[config.mk]
export PLATFORM = sky130hd
export DESIGN_NAME = vga_stream_out
export DESIGN_NICKNAME = d
export VERILOG_FILES = /design/src/rtl/vga_pkg.sv /design/src/rtl/vga_timing.sv /design/src/rtl/vga_stream_out.sv
export SDC_FILE = /design/constraint.sdc
export NUM_CORES = 1
export LEC_CHECK = 0
export CORE_MARGIN = 2
export CORE_UTILIZATION = 50
export DETAILED_ROUTE_END_ITERATION = 12
export PLACE_DENSITY = 0.91
export SLEW_MARGIN = 10
export SYNTH_ARGS = -nofsm -noshare
export SYNTH_HDL_FRONTEND = slang
export SYNTH_HIERARCHICAL = 1
export SYNTH_SLANG_ARGS = --single-unit
[constraint.sdc]
create_clock -name pixel_clk -period 3.6 [get_ports pixel_clk]
set_input_delay 0.72 -clock pixel_clk [delete_from_list [all_inputs] [get_ports pixel_clk]]
set_output_delay 0.72 -clock pixel_clk [all_outputs]
set_load 0.02 [all_outputs]
[src/rtl/vga_pkg.sv]
// Shared types and constants for the VGA stream output block: FSM states, default
// 800x480 timing and the colour-bar table used by the optional test pattern.
package vga_pkg;

    typedef enum logic [1:0] {
        StSync,
        StRun,
        StRecover
    } vga_state_e;

    localparam int unsigned DefHDisp  = 800;
    localparam int unsigned DefVDisp  = 480;
    localparam int unsigned DefHFp    = 40;
    localparam int unsigned DefHPulse = 48;
    localparam int unsigned DefHBp    = 40;
    localparam int unsigned DefVFp    = 13;
    localparam int unsigned DefVPulse = 3;
    localparam int unsigned DefVBp    = 29;
    localparam int unsigned DefRgbW   = 24;
    localparam int unsigned NumBars   = 8;

    // Classic 8-bar pattern, left to right: white, yellow, cyan, green, magenta, red, blue, black.
    function automatic logic [23:0] bar_colour(input logic [2:0] idx);
        logic [23:0] rgb;
        unique case (idx)
            3'd0: rgb = 24'hFFFFFF;
            3'd1: rgb = 24'hFFFF00;
            3'd2: rgb = 24'h00FFFF;
            3'd3: rgb = 24'h00FF00;
            3'd4: rgb = 24'hFF00FF;
            3'd5: rgb = 24'hFF0000;
            3'd6: rgb = 24'h0000FF;
            default: rgb = 24'h000000;
        endcase
        return rgb;
    endfunction

endpackage

[src/rtl/vga_timing.sv]
// Free-running raster counters with display-area and sync-pulse decode.
// Flags are active-high and unregistered; polarity and pipelining are applied by the caller.
module vga_timing
    import vga_pkg::*;
#(
    parameter int unsigned HDISP  = DefHDisp,
    parameter int unsigned VDISP  = DefVDisp,
    parameter int unsigned HFP    = DefHFp,
    parameter int unsigned HPULSE = DefHPulse,
    parameter int unsigned HBP    = DefHBp,
    parameter int unsigned VFP    = DefVFp,
    parameter int unsigned VPULSE = DefVPulse,
    parameter int unsigned VBP    = DefVBp,
    parameter int unsigned HCntW  = $clog2(HDISP + HFP + HPULSE + HBP),
    parameter int unsigned VCntW  = $clog2(VDISP + VFP + VPULSE + VBP)
) (
    input  logic             clk_i,
    input  logic             rst_ni,
    output logic [HCntW-1:0] hcnt_o,
    output logic [VCntW-1:0] vcnt_o,
    output logic             de_o,
    output logic             hs_o,
    output logic             vs_o
);

    localparam int unsigned HTotal = HDISP + HFP + HPULSE + HBP;
    localparam int unsigned VTotal = VDISP + VFP + VPULSE + VBP;

    logic [HCntW-1:0] hcnt_q, hcnt_d;
    logic [VCntW-1:0] vcnt_q, vcnt_d;

    always_comb begin
        hcnt_d = hcnt_q + HCntW'(1);
        vcnt_d = vcnt_q;
        if (32'(hcnt_q) == HTotal - 1) begin
            hcnt_d = '0;
            vcnt_d = (32'(vcnt_q) == VTotal - 1) ? '0 : vcnt_q + VCntW'(1);
        end
    end

    always_ff @(posedge clk_i or negedge rst_ni) begin
        if (!rst_ni) begin
            hcnt_q <= '0;
            vcnt_q <= '0;
        end else begin
            hcnt_q <= hcnt_d;
            vcnt_q <= vcnt_d;
        end
    end

    assign hcnt_o = hcnt_q;
    assign vcnt_o = vcnt_q;
    assign de_o   = (32'(hcnt_q) < HDISP) && (32'(vcnt_q) < VDISP);
    assign hs_o   = (32'(hcnt_q) >= HDISP + HFP) && (32'(hcnt_q) < HDISP + HFP + HPULSE);
    assign vs_o   = (32'(vcnt_q) >= VDISP + VFP) && (32'(vcnt_q) < VDISP + VFP + VPULSE);

endmodule

[src/rtl/vga_stream_out.sv]
// Pixel stream to VGA raster: locks the stream to the raster on SOF, flags underruns and
// misalignment. Define VGA_STREAM_TESTPAT_EN to add the testpat_en colour-bar override.
module vga_stream_out
    import vga_pkg::*;
#(
    parameter int unsigned HDISP  = DefHDisp,
    parameter int unsigned VDISP  = DefVDisp,
    parameter int unsigned HFP    = DefHFp,
    parameter int unsigned HPULSE = DefHPulse,
    parameter int unsigned HBP    = DefHBp,
    parameter int unsigned VFP    = DefVFp,
    parameter int unsigned VPULSE = DefVPulse,
    parameter int unsigned VBP    = DefVBp,
    parameter int unsigned RGB_W  = DefRgbW,
    parameter bit          HS_POL = 1'b0,
    parameter bit          VS_POL = 1'b0
) (
    input  logic             pixel_clk,
    input  logic             pixel_rst_n,
    input  logic             s_valid,
    input  logic [RGB_W-1:0] s_data,
    input  logic             s_sof,
    output logic             s_ready,
    output logic             vga_hs,
    output logic             vga_vs,
    output logic             vga_blank,
    output logic [RGB_W-1:0] vga_rgb,
    input  logic             err_clr,
    output logic             err_sticky,
    output logic [15:0]      err_cnt,
`ifdef VGA_STREAM_TESTPAT_EN
    input  logic             testpat_en,
`endif
    output logic             in_sync
);

    localparam int unsigned HCntW = $clog2(HDISP + HFP + HPULSE + HBP);
    localparam int unsigned VCntW = $clog2(VDISP + VFP + VPULSE + VBP);

    logic [HCntW-1:0] hcnt;
    logic [VCntW-1:0] vcnt;
    logic             de, hs_act, vs_act;

    vga_timing #(
        .HDISP (HDISP),
        .VDISP (VDISP),
        .HFP   (HFP),
        .HPULSE(HPULSE),
        .HBP   (HBP),
        .VFP   (VFP),
        .VPULSE(VPULSE),
        .VBP   (VBP),
        .HCntW (HCntW),
        .VCntW (VCntW)
    ) u_timing (
        .clk_i (pixel_clk),
        .rst_ni(pixel_rst_n),
        .hcnt_o(hcnt),
        .vcnt_o(vcnt),
        .de_o  (de),
        .hs_o  (hs_act),
        .vs_o  (vs_act)
    );

    vga_state_e       state_q, state_d;
    logic             ready, err_evt, origin, last_de;
    logic [RGB_W-1:0] rgb_d, rgb_q;
    logic             hs_q, vs_q, blank_q, sticky_q;
    logic [15:0]      err_cnt_q;

    assign origin  = (hcnt == '0) && (vcnt == '0);
    assign last_de = (32'(hcnt) == HDISP - 1) && (32'(vcnt) == VDISP - 1);

`ifdef VGA_STREAM_TESTPAT_EN
    localparam int unsigned BarW = (HDISP / NumBars > 0) ? HDISP / NumBars : 1;
    logic [RGB_W-1:0] bar_rgb;
    assign bar_rgb = RGB_W'(bar_colour(3'(32'(hcnt) / BarW)));
`endif

    always_comb begin
        state_d = state_q;
        ready   = 1'b0;
        rgb_d   = '0;
        err_evt = 1'b0;
        unique case (state_q)
            StSync: begin
                // Only the SOF beat is held back; everything else is flushed until (0,0).
                ready = !s_sof || origin;
                if (s_valid && s_sof && origin) begin
                    rgb_d   = s_data;
                    state_d = StRun;
                end
            end
            StRun: begin
                ready = de;
                if (de) begin
                    if (!s_valid) begin
                        err_evt = 1'b1;
                        state_d = StRecover;
                    end else begin
                        rgb_d = s_data;
                        if (s_sof && !origin) begin
                            err_evt = 1'b1;
                            state_d = StSync;
                        end
                    end
                end
            end
            StRecover: begin
                if (last_de) begin
                    state_d = StSync;
                end
            end
            default: state_d = StSync;
        endcase
`ifdef VGA_STREAM_TESTPAT_EN
        if (testpat_en) begin
            state_d = StSync;
            ready   = 1'b1;
            err_evt = 1'b0;
            rgb_d   = de ? bar_rgb : '0;
        end
`endif
    end

    always_ff @(posedge pixel_clk or negedge pixel_rst_n) begin
        if (!pixel_rst_n) begin
            state_q   <= StSync;
            hs_q      <= !HS_POL;
            vs_q      <= !VS_POL;
            blank_q   <= 1'b0;
            rgb_q     <= '0;
            sticky_q  <= 1'b0;
            err_cnt_q <= '0;
        end else begin
            state_q <= state_d;
            hs_q    <= hs_act ? HS_POL : !HS_POL;
            vs_q    <= vs_act ? VS_POL : !VS_POL;
            blank_q <= de;
            rgb_q   <= rgb_d;
            if (err_clr) begin
                sticky_q  <= err_evt;
                err_cnt_q <= err_evt ? 16'd1 : 16'd0;
            end else if (err_evt) begin
                sticky_q <= 1'b1;
                if (err_cnt_q != 16'hFFFF) begin
                    err_cnt_q <= err_cnt_q + 16'd1;
                end
            end
        end
    end

    // Reset holds the counters at (0,0), where SYNC would otherwise accept a beat.
    assign s_ready    = ready && pixel_rst_n;
    assign vga_hs     = hs_q;
    assign vga_vs     = vs_q;
    assign vga_blank  = blank_q;
    assign vga_rgb    = rgb_q;
    assign err_sticky = sticky_q;
    assign err_cnt    = err_cnt_q;
    assign in_sync    = (state_q == StRun);

endmodule

# Word level (Yosys, flattened, before mapping)
# Cells that the tools add are included.
# Widths: inputs -> output; s select.
[totals] output_inout_bits=46 regBits=66 latchBits=0 input_bits=29 mem_bits_ro=0 ramBits=0 word_cells=73 n_memories=0
[op_classes] n_lt_le_gt_ge=6 add_sub_neg=3 n_eq_ne=11 n_mux=25 bitwise=0 reduce_logical=19 div=0 n_mul=0 shift=0
[ops] op="$mux 24" count=3
[ops] op="$mux 16" count=3
[ops] op="$pmux 24 s2" count=1
[ops] op="$eq 10x10->1 const B" count=3
[ops] op="$add 10x1->10 const B" count=2
[ops] op="$logic_not 10->1" count=2
[ops] op="$lt 10x10->1 const B" count=2
[ops] op="$lt 10x9->1 const B" count=2
[ops] op="$mux 10" count=2
[ops] op="$add 16x1->16 const B" count=1
[ops] op="$ne 16x16->1 const B" count=1
[ops] op="$eq 10x9->1 const B" count=1
[ops] op="$ge 10x10->1 const B" count=1
[ops] op="$ge 10x9->1 const B" count=1
[ops] op="$mux 2" count=5
[ops] op="$logic_and 1x1->1" count=9
[ops] op="$mux 1" count=9
[ops] op="$pmux 2 s3" count=1
[ops] op="$ne 2x2->1 const B" count=2
[ops] op="$reduce_and 4->1" count=1
[ops] op="$reduce_bool 2->1" count=2
[ops] op="$ne 3x2->1 const B" count=1
[ops] op="$eq 2x1->1 const B" count=1
[ops] op="$eq 2x2->1 const B" count=1
[ops] op="other kinds (6)" count=7

# Longest topological paths before layout
# Gate-level depths: netlist (run 1).
[depth] depth_word=10 depth_mapped=9 mapped_depth_nobuf=9

# Hierarchy
# The synthesis (run 1) kept the hierarchy.
[modules_own_cells] mod="vga_stream_out" seq_area_each_um2=1153.6 area_each_um2=2154.6 instances=1 cells_per_inst=198
[modules_own_cells] mod="vga_timing" seq_area_each_um2=500.5 area_each_um2=1076.0 instances=1 cells_per_inst=102

# Worst setup path before layout (run 1)
# OpenSTA, ideal clock, no wires.
[synth_path] kind="register -> register" startpoint="reg u_timing.hcnt_q[5] (netlist: u_timing/hcnt_o[5])" endpoint="reg err_cnt_q[13] (netlist: err_cnt[13])" path_buffers=0 slack_ps=1010 path_stages_with_launch=10 synth_period_minus_slack_ps=2590 required_time_ps=3522 arrival_time_ps=2512 setup_time_ps=78 cell_sequence="dfrtp_1 -> or2_2 -> nor2_1 -> nor2_1 -> nor3_1 -> nand3b_1 -> nor3b_1 -> o2111ai_1 -> or3_2 -> a21oi_1"
[synth_between] elab_cells_between_ends=12 classes_between="order compare: 1; mux: 4; reduce/logical: 7"
[synth_lines] item="start, declared" line="vga_timing.sv:29" text="logic [HCntW-1:0] hcnt_q, hcnt_d;"
[synth_lines] item="start signal, assigned" line="vga_timing.sv:46" text="hcnt_q <= hcnt_d;"
[synth_lines] item="$lt 10x10->1" line="vga_timing.sv:53" text="assign de_o = (32'(hcnt_q) < HDISP) && (32'(vcnt_q) < VDISP);"
[synth_lines] item="$logic_and 1x1->1" line="vga_timing.sv:53"
[synth_lines] item="net de" line="vga_stream_out.sv:42" text="logic de, hs_act, vs_act;"
[synth_lines] item="$mux 1" line="vga_stream_out.sv:96" text="if (de) begin"
[synth_lines] item="$mux 1" line="vga_stream_out.sv:85" text="unique case (state_q)"
[synth_lines] item="$reduce_bool 2->1 (no line)"
[synth_lines] item="$reduce_and 2->1 (no line)"
[synth_lines] item="end signal, assigned" line="vga_stream_out.sv:143" text="err_cnt_q <= err_evt ? 16'd1 : 16'd0;"
[synth_lines] item="end signal, assigned" line="vga_stream_out.sv:147" text="err_cnt_q <= err_cnt_q + 16'd1;"
[synth_lines] item="end, declared" line="vga_stream_out.sv:69" text="logic [15:0] err_cnt_q;"
# The timed path passes the listed nets, and every way through them passes these cells.
# A chain may end at the register's enable or synchronous reset.

# Worst setup path in the final report (run 1)
[layout_path] startpoint="reg u_timing.hcnt_q[5] (netlist: u_timing/hcnt_o[5])" endpoint="out s_ready"
[layout_between] elab_cells_between_ends=7 classes_between="order compare: 1; mux: 1; reduce/logical: 5"
[layout_lines] item="$lt 10x10->1" line="vga_timing.sv:53"
[layout_lines] item="$logic_and 1x1->1" line="vga_timing.sv:53"
[layout_lines] item="net de" line="vga_stream_out.sv:42"
[layout_lines] item="$pmux 1 s2" line="vga_stream_out.sv:85"
[layout_lines] item="$logic_and 1x1->1" line="vga_stream_out.sv:154" text="assign s_ready = ready && pixel_rst_n;"
[layout_lines] item="end, declared" line="vga_stream_out.sv:23" text="output logic s_ready,"
# The timed path passes the listed nets, and every way through them passes these cells.

==> results of run 1 <==
[layer usage]
layer	track usage (%)	vias to the layer above
met5	0	-
met4	9.96	0
met3	5.41	15
met2	37.1	76
met1	27.8	1317
li1	-	1254
[through the flow]
stage / cell area [um2] / cells / util (%) / setup slack [ps] / hold WS [ps]
floorplan: 3230 / 300 / - / 1010 / 424
finish: 4240 / 463 / 67.2 / 196 / 533
detailed placement: 4030 / 447 / 63.8 / 647 / 521
global route: 4240 / 463 / 67.2 / 73.3 / 561
global placement: 4030 / 447 / 63.8 / 669 / 520
CTS: 4240 / 463 / 67.2 / 238 / 532
[critical path, delay by kind of cell, from the launching register on]
kind / cells / cell delay, ps
AOI/OAI and AO/OA: 1 / 220
buffers and inverters: 2 / 810
DFF: 1 / 460
and+or+nand+nor: 6 / 830
[sequential cells by signal (all words and copies together), names as in the netlist]
register and count:
u_timing/vcnt_o 10, u_timing/hcnt_o 10, vga_blank 1, vga_rgb 24
state_q 2, err_cnt 16, err_sticky 1, vga_vs 1
vga_hs 1
[how the worst max path moves through the flow]
stage,startpoint,to,depth (start not counted)
finish,u_timing/hcnt_o[5],s_ready,9
global route,u_timing/hcnt_o[5],s_ready,9
CTS,u_timing/hcnt_o[5],s_ready,9
detailed placement,u_timing/hcnt_o[5],s_ready,9
global placement,u_timing/hcnt_o[5],s_ready,9
floorplan,u_timing/hcnt_o[5],err_cnt[13],9
[area by class of cell]
class	instances	area share, %
clock buffers	11	3.57
clock inverters	5	1.45
inverters	7	0.619
multi-input cells	220	35.2
flip-flops and latches	66	39.0
well taps	77	2.27
repair buffers	77	17.9
[where the power goes]
part	switching [mW]	internal (mW)	leakage, nW
registers	0.0000000000000000437	0.741	0.891
clock network	0.297	0.359	0.0982
logic	0.0228	0.0295	0.768
total	0.320	1.13	1.76
[cell usage in the layout (no fill, tap or decap), drive strengths merged, types with 5 or more instances in the layout]
master and n:
clkdlybuf4s50 73, xnor2 7, nor2 18, and3 5, or3 7, nand2 13, nor4 14, clkbuf 11
mux2 5, dfrtp 64, nor2b 7, nand3 18, nand4 15, nand2b 6, and4 5, o21ai 13
nor3 6, and2 24, ha 6, a21oi 13, inv 8
[cells by family (layout without fill, tap and decap cells)]
| logic type | after synthesis | count (layout) | synth area share [%] |
|---|---|---|---|
| AND/OR/NAND/NOR | 151 | 151 | 29.6 |
| flip-flops | 66 | 66 | 51.2 |
| AO/OA/AOI/OAI | 46 | 46 | 9.18 |
| buffers and inverters | 14 | 100 | 2.56 |
| XOR/XNOR | 10 | 10 | 2.71 |
| multiplexers | 7 | 7 | 2.48 |
| adder cells (fa/ha/maj) | 6 | 6 | 2.32 |
==> metrics, run 1 <==
largest net degree at the start of global routing 67; initial core utilization 51.2%; CTS tree yes; core area 6310 um2; die width 84.4 um; All-Layer GR Usage 22.3%; Synth area leader dfrtp_1; minimum clock period 3400 ps; Die Y roughly 84 um; drc violations 0; clk sink count between 60 and 70; first-pass GRT wire length 12.5 mm; # Post-CTS Setup Buffers 0; Worst Tran Pin Value 832 ps; Slew Viols, Final 0; Critical Path RT 2880 ps; Clk Tree Root Cell clkbuf_8; Worst Hold Class reg2reg; Synth Net Count 335; H-tree Lvls 3; CP peak stage delay 650 ps; CTS Hold Buffers Added 0; Commonest cells post-synth 64 x dfrtp_1, 24 x and2_1, 17 x nand3_1, 17 x nor2_1, 15 x nand4_1; post-DR wirelength/cell 15.9 um; antenna violations before repair 0; WL met2 around 3.8 mm; crit-path max FO 8; Pwr Total 1.45 mW; Yosys cell types 60; Area Growth Syn to Fin 31.3%; IO Count 75; reg2reg start u_timing/hcnt_o[5]; final critical-path share of the clock period 94.5%; Detailed Place HPWL 5.08 mm; GP Congestion 0.854; Peak Freq 294 MHz; number of diodes 0; FF+latch count, synth 66; Vias 2662; fill count 466; first-pass iteration count of the detailed router 4; max_slew headroom 44.5%; number of global-route vias before repair about 2600; Syn Area/Cell 10.8 um2; register area share after synthesis 51.2%; pwr dens 342 nW/um2; Yosys warnings 6; Hold Path Sink err_sticky; die area 7120 um2; Synth Instances 300; setup TNS 0 ps; number of port buffers 74; Overflow after GRT 0; asr flop ratio synth 100%; CTS Buffer Depth 2; Worst-Skew Late Latency about 350 ps; DR vias/cell approximately 5.7; worst reg2reg path endpoint err_cnt[13]; top routing layer in use met4; Routed Antenna Nets 0; critical path type reg2out; worst vdd ir 301 uV; Metal-1 WL 3.09 mm; LEAKAGE 1.76 nW; reg2reg path depth 10; met3 wire length 333 um; Reg area 1650 um2; count leader, synth dfrtp_1; top cell type's share of synthesized area 49.6%; clock slew at the register clock pins of the worst setup and hold paths around 70 ps; Synth area leaders dfrtp_1 50%, and2_1 4.6%, nand4_1 2.9%; Post-CTS Resized 0; setup slack, reg-to-reg 740 ps; Worst EP arrival 2680 ps; NumNets Final approximately 420; Hold Path Origin err_sticky; Max-Cap Viols 0; drt initial violations 211; most used cell, CP nor2_1; area taken by multi-input logic gates 1490 um2; Setup Viol. Count Final 0; Post-Route WL 7.38 mm; prevailing post-synth register cell dfrtp_1; CP cell instances or2_2, nor2_1, nor2_1, nor3_1, buf_4, nand2b_1, nand3b_1, a21oi_1, clkdlybuf4s50_1; RSZ-0062 raised after global routing false; clock buffer count from CTS 9; Worst Hold Depth 2; crit path max-delay cell type clkdlybuf4s50_1; Worst setup EP type output port; layout cells sized above 1 12.2%; post-synthesis cell area roughly 3200 um2; EDFF count, synth 0; row count 29; Setup Skew 7.97 ps; Final Hold Fails 0; status finished, final reports clean; CP startpoint kind register
No activity file was read; power rests on OpenSTA's default activity.
==> run 2: changes to the inputs <==
--- a/config.mk
+++ b/config.mk
@@ -7,10 +7,11 @@
 export LEC_CHECK = 0
 export CORE_MARGIN = 2
 export CORE_UTILIZATION = 50
+export CTS_CLUSTER_SIZE = 25
 export DETAILED_ROUTE_END_ITERATION = 12
 export PLACE_DENSITY = 0.91
+export SKIP_CTS_REPAIR_TIMING = 1
 export SLEW_MARGIN = 10
 export SYNTH_ARGS = -nofsm -noshare
 export SYNTH_HDL_FRONTEND = slang
-export SYNTH_HIERARCHICAL = 1
 export SYNTH_SLANG_ARGS = --single-unit
==> run 2 against run 1 <==
  * Power fell by 4.8%
  * Clock-buffer cell count fell by 2
  * Critical path type unchanged
  * Largest cell class unchanged
  * Utilization rose by 1.3 points
  * Sequential share of layout area rose by 1.3 points
  * Critical path depth fell by 2
  * Sequential cell count did not move
==> metrics, run 2 <==
Finished Cell Area 4100 um2 (-3.3%); drt initial violations 140 (-34%); switching power 0.298 mW (-6.9%); GP Congestion 0.831 (-2.7%); crit path max-delay cell type or4b_1; cell-internal power 1.08 mW (-4.3%); Post-Route WL 6.89 mm (-6.5%); CTS tree yes; Synth Net Count 337 (+0.60%); Max-Cap Viols 0 (unchanged); clock buffer count from CTS 9 (unchanged); Area Growth Syn to Fin 30.6%; Logic pwr share 3.8% (+0.2 points); first-pass iteration count of the detailed router 4 (unchanged); post-synthesis cell area 3140 um2 (-2.8%); top cell type's share of synthesized area 51.0% (+1.4 points); Hold Path Origin u_timing.hcnt_o[0]; max_slew headroom 42.9% (-1.6 points); row count 28 (-3.4%); Flop pwr share 53.7% (+2.6 points); EDFF count, synth 0 (unchanged); clock slew at the register clock pins of the worst setup and hold paths 70 ps (about the same); Peak Freq 296 MHz (+0.58%); H-tree Lvls 3 (unchanged); Worst setup EP type output port; crit-path max FO 6 (-2); share of power burned in the clock network 42.5% (-2.8 points); register area share after synthesis 52.7% (+1.5 points); Worst EP arrival 2660 ps (-20 ps); Worst-Skew Late Latency 340 ps (about the same); count leader, synth dfrtp_1; CP cell instances inv_1, ha_1, or4b_1, or4_4, and4bb_1, o311a_1, dlymetal6s2s_1; CP peak stage delay 470 ps (-180 ps); NumNets Final 415 (-0.24%); FF+latch count, synth 66 (unchanged); Crit path max-delay family simple AND/OR/NAND/NOR gates; IO Count 75 (unchanged); die area 6930 um2 (-2.7%); Yosys cell types 47 (-22%); CP startpoint kind register; DR vias/cell 5.59 (-2.7%); Synth Area in Compound Gates 8.13% (-1.1 points); Slew Viols, Final 0 (unchanged); critical path type reg2out; XOR/XNOR Fraction of Synth Area 2.79% (+0.078 points); Yosys warnings 0 (-6); mux contribution to synthesized area 2.55% (+0.071 points); post-DR wirelength/cell 15.1 um (-5.5%); initial core utilization 52.4% (+1.3 points); number of diodes 0 (unchanged); All-Layer GR Usage 21.3% (-1.0 points); largest family of logic cells by synthesized area simple AND/OR/NAND/NOR gates; pwr dens 336 nW/um2 (-1.6%); number of port buffers 74 (unchanged); Die Y 83.3 um (-1.3%); LEAKAGE 1.79 nW (+1.9%); RSZ-0062 raised after global routing false; worst vdd ir 255 uV (-15%); Commonest cells post-synth 64 x dfrtp_1, 26 x and2_1, 20 x nor2_1, 19 x nand2_1, 19 x nand3_1; Adder-Cell Fraction of Synth Area 2.79% (+0.47 points); Critical Path RT 2880 ps (about the same); DP Area 3920 um2 (-2.8%); Setup Viol. Count Final 0 (unchanged); Synth Instances 301 (+0.33%); first-pass GRT wire length 12.1 mm (-3.5%); minimum clock period 3380 ps (-19.6 ps); largest net degree at the start of global routing 67 (unchanged); CP bufs+invs 2 (unchanged); Detailed Place HPWL 4.98 mm (-2.0%); number of global-route vias before repair 2605 (-1.0%); most frequent cells in the layout 72 x clkdlybuf4s50_1, 64 x dfrtp_1, 26 x and2_1; Synth area leader dfrtp_1; layout cells sized above 1 8.09% (-4.1 points); Final Hold Fails 0 (unchanged); prevailing post-synth register cell dfrtp_1; final critical-path share of the clock period 94.0% (-0.55 points); Pwr Total 1.38 mW (-4.8%); max FFs per register 24 (unchanged); Synth area leaders dfrtp_1 51%, and2_1 5.2%, nand3_1 3.0%; core area 5990 um2 (-5.1%); Routed Antenna Nets 0 (unchanged); die width 83.3 um (-1.3%); clk sink count 66 (unchanged); Overflow after GRT 0 (unchanged); Syn Area/Cell 10.4 um2 (-3.1%); CTS Buffer Depth 2 (unchanged); Worst Hold Class reg2reg; post-synthesis simple-gate area fraction 28.2% (-1.3 points); Clk Tree Root Cell clkbuf_8; reg2reg start u_timing.vcnt_o[0]; Vias 2561 (-3.8%); Worst Tran Pin Value 853 ps (+21.1 ps); drc violations 0 (unchanged); sw frac 21.6% (-0.49 points); commonest non-fill, non-tap cell in the layout clkdlybuf4s50_1; Setup Skew 12.5 ps (+4.56 ps); crit path from u_timing.vcnt_o[0]; asr flop ratio synth 100% (unchanged); status finished, final reports clean; antenna violations before repair 0 (unchanged)
run 2: routing by layer:
| metal | vias to the layer above | global-route usage [%] | share of wire, % |
|---|---|---|---|
| met5 | - | 0 | 0 |
| met4 | 0 | 5.96 | 1.1 |
| met3 | 10 | 5.86 | 5.0 |
| met2 | 89 | 36.6 | 52 |
| met1 | 1235 | 26.4 | 42 |
| li1 | 1227 | - | - |
run 2: worst paths after layout:
check / end / slack (ps) / depth (start not counted)
worst min register to register: u_timing.hcnt_o[0] / 500 / 1
worst max register to register: err_cnt[5] / 640 / 7
worst min-delay path: u_timing.hcnt_o[0] / 500 / 1
max in group asynchronous: err_cnt[8] / 2440 / 2
min in group asynchronous: err_cnt[3] / 600 / 2
worst max-delay path: s_ready / 220 / 7
run 2: cells by family after synthesis:
group | after synthesis
simple gates | 154
fa+ha+maj | 7
xor+xnor | 10
mux | 7
compound gates | 41
buf+inv | 16
flops | 66
run 2: power by group through the flow:
stage                     clock network [mW]  logic [mW]  registers [mW]
after floorplan                            0     0.00560           0.756
after global placement                     0      0.0520           0.755
after detailed placement                   0      0.0533           0.755
after CTS                              0.597      0.0535           0.741
after global routing                   0.628      0.0585           0.741
final                                  0.586      0.0523           0.741
run 2: layout make-up:
| cell class | instances | area (um2) |
|---|---|---|
| fillers | 433 | 1890 |
| flip-flops and latches | 66 | 1650 |
| multi-input cells | 219 | 1400 |
| repair buffers | 75 | 746 |
| clock buffers | 9 | 124 |
| well taps | 75 | 93.8 |
| clock inverters | 6 | 58.8 |
| inverters | 8 | 30.0 |
run 2: stage by stage:
stage | setup TNS (ps) | setup WS, ps | std cells | hold WS (ps) | utilization (%)
6_report | 0 | 216 | 458 | 500 | 68.5
5_1_grt | 0 | 95.5 | 458 | 527 | 68.5
4_1_cts | -176 | -176 | 458 | 506 | 68.4
3_5_place_dp | 0 | 187 | 443 | 497 | 65.4
3_3_place_gp | 0 | 229 | 443 | 465 | 65.4
2_1_floorplan | 0 | 783 | 301 | 424 | -
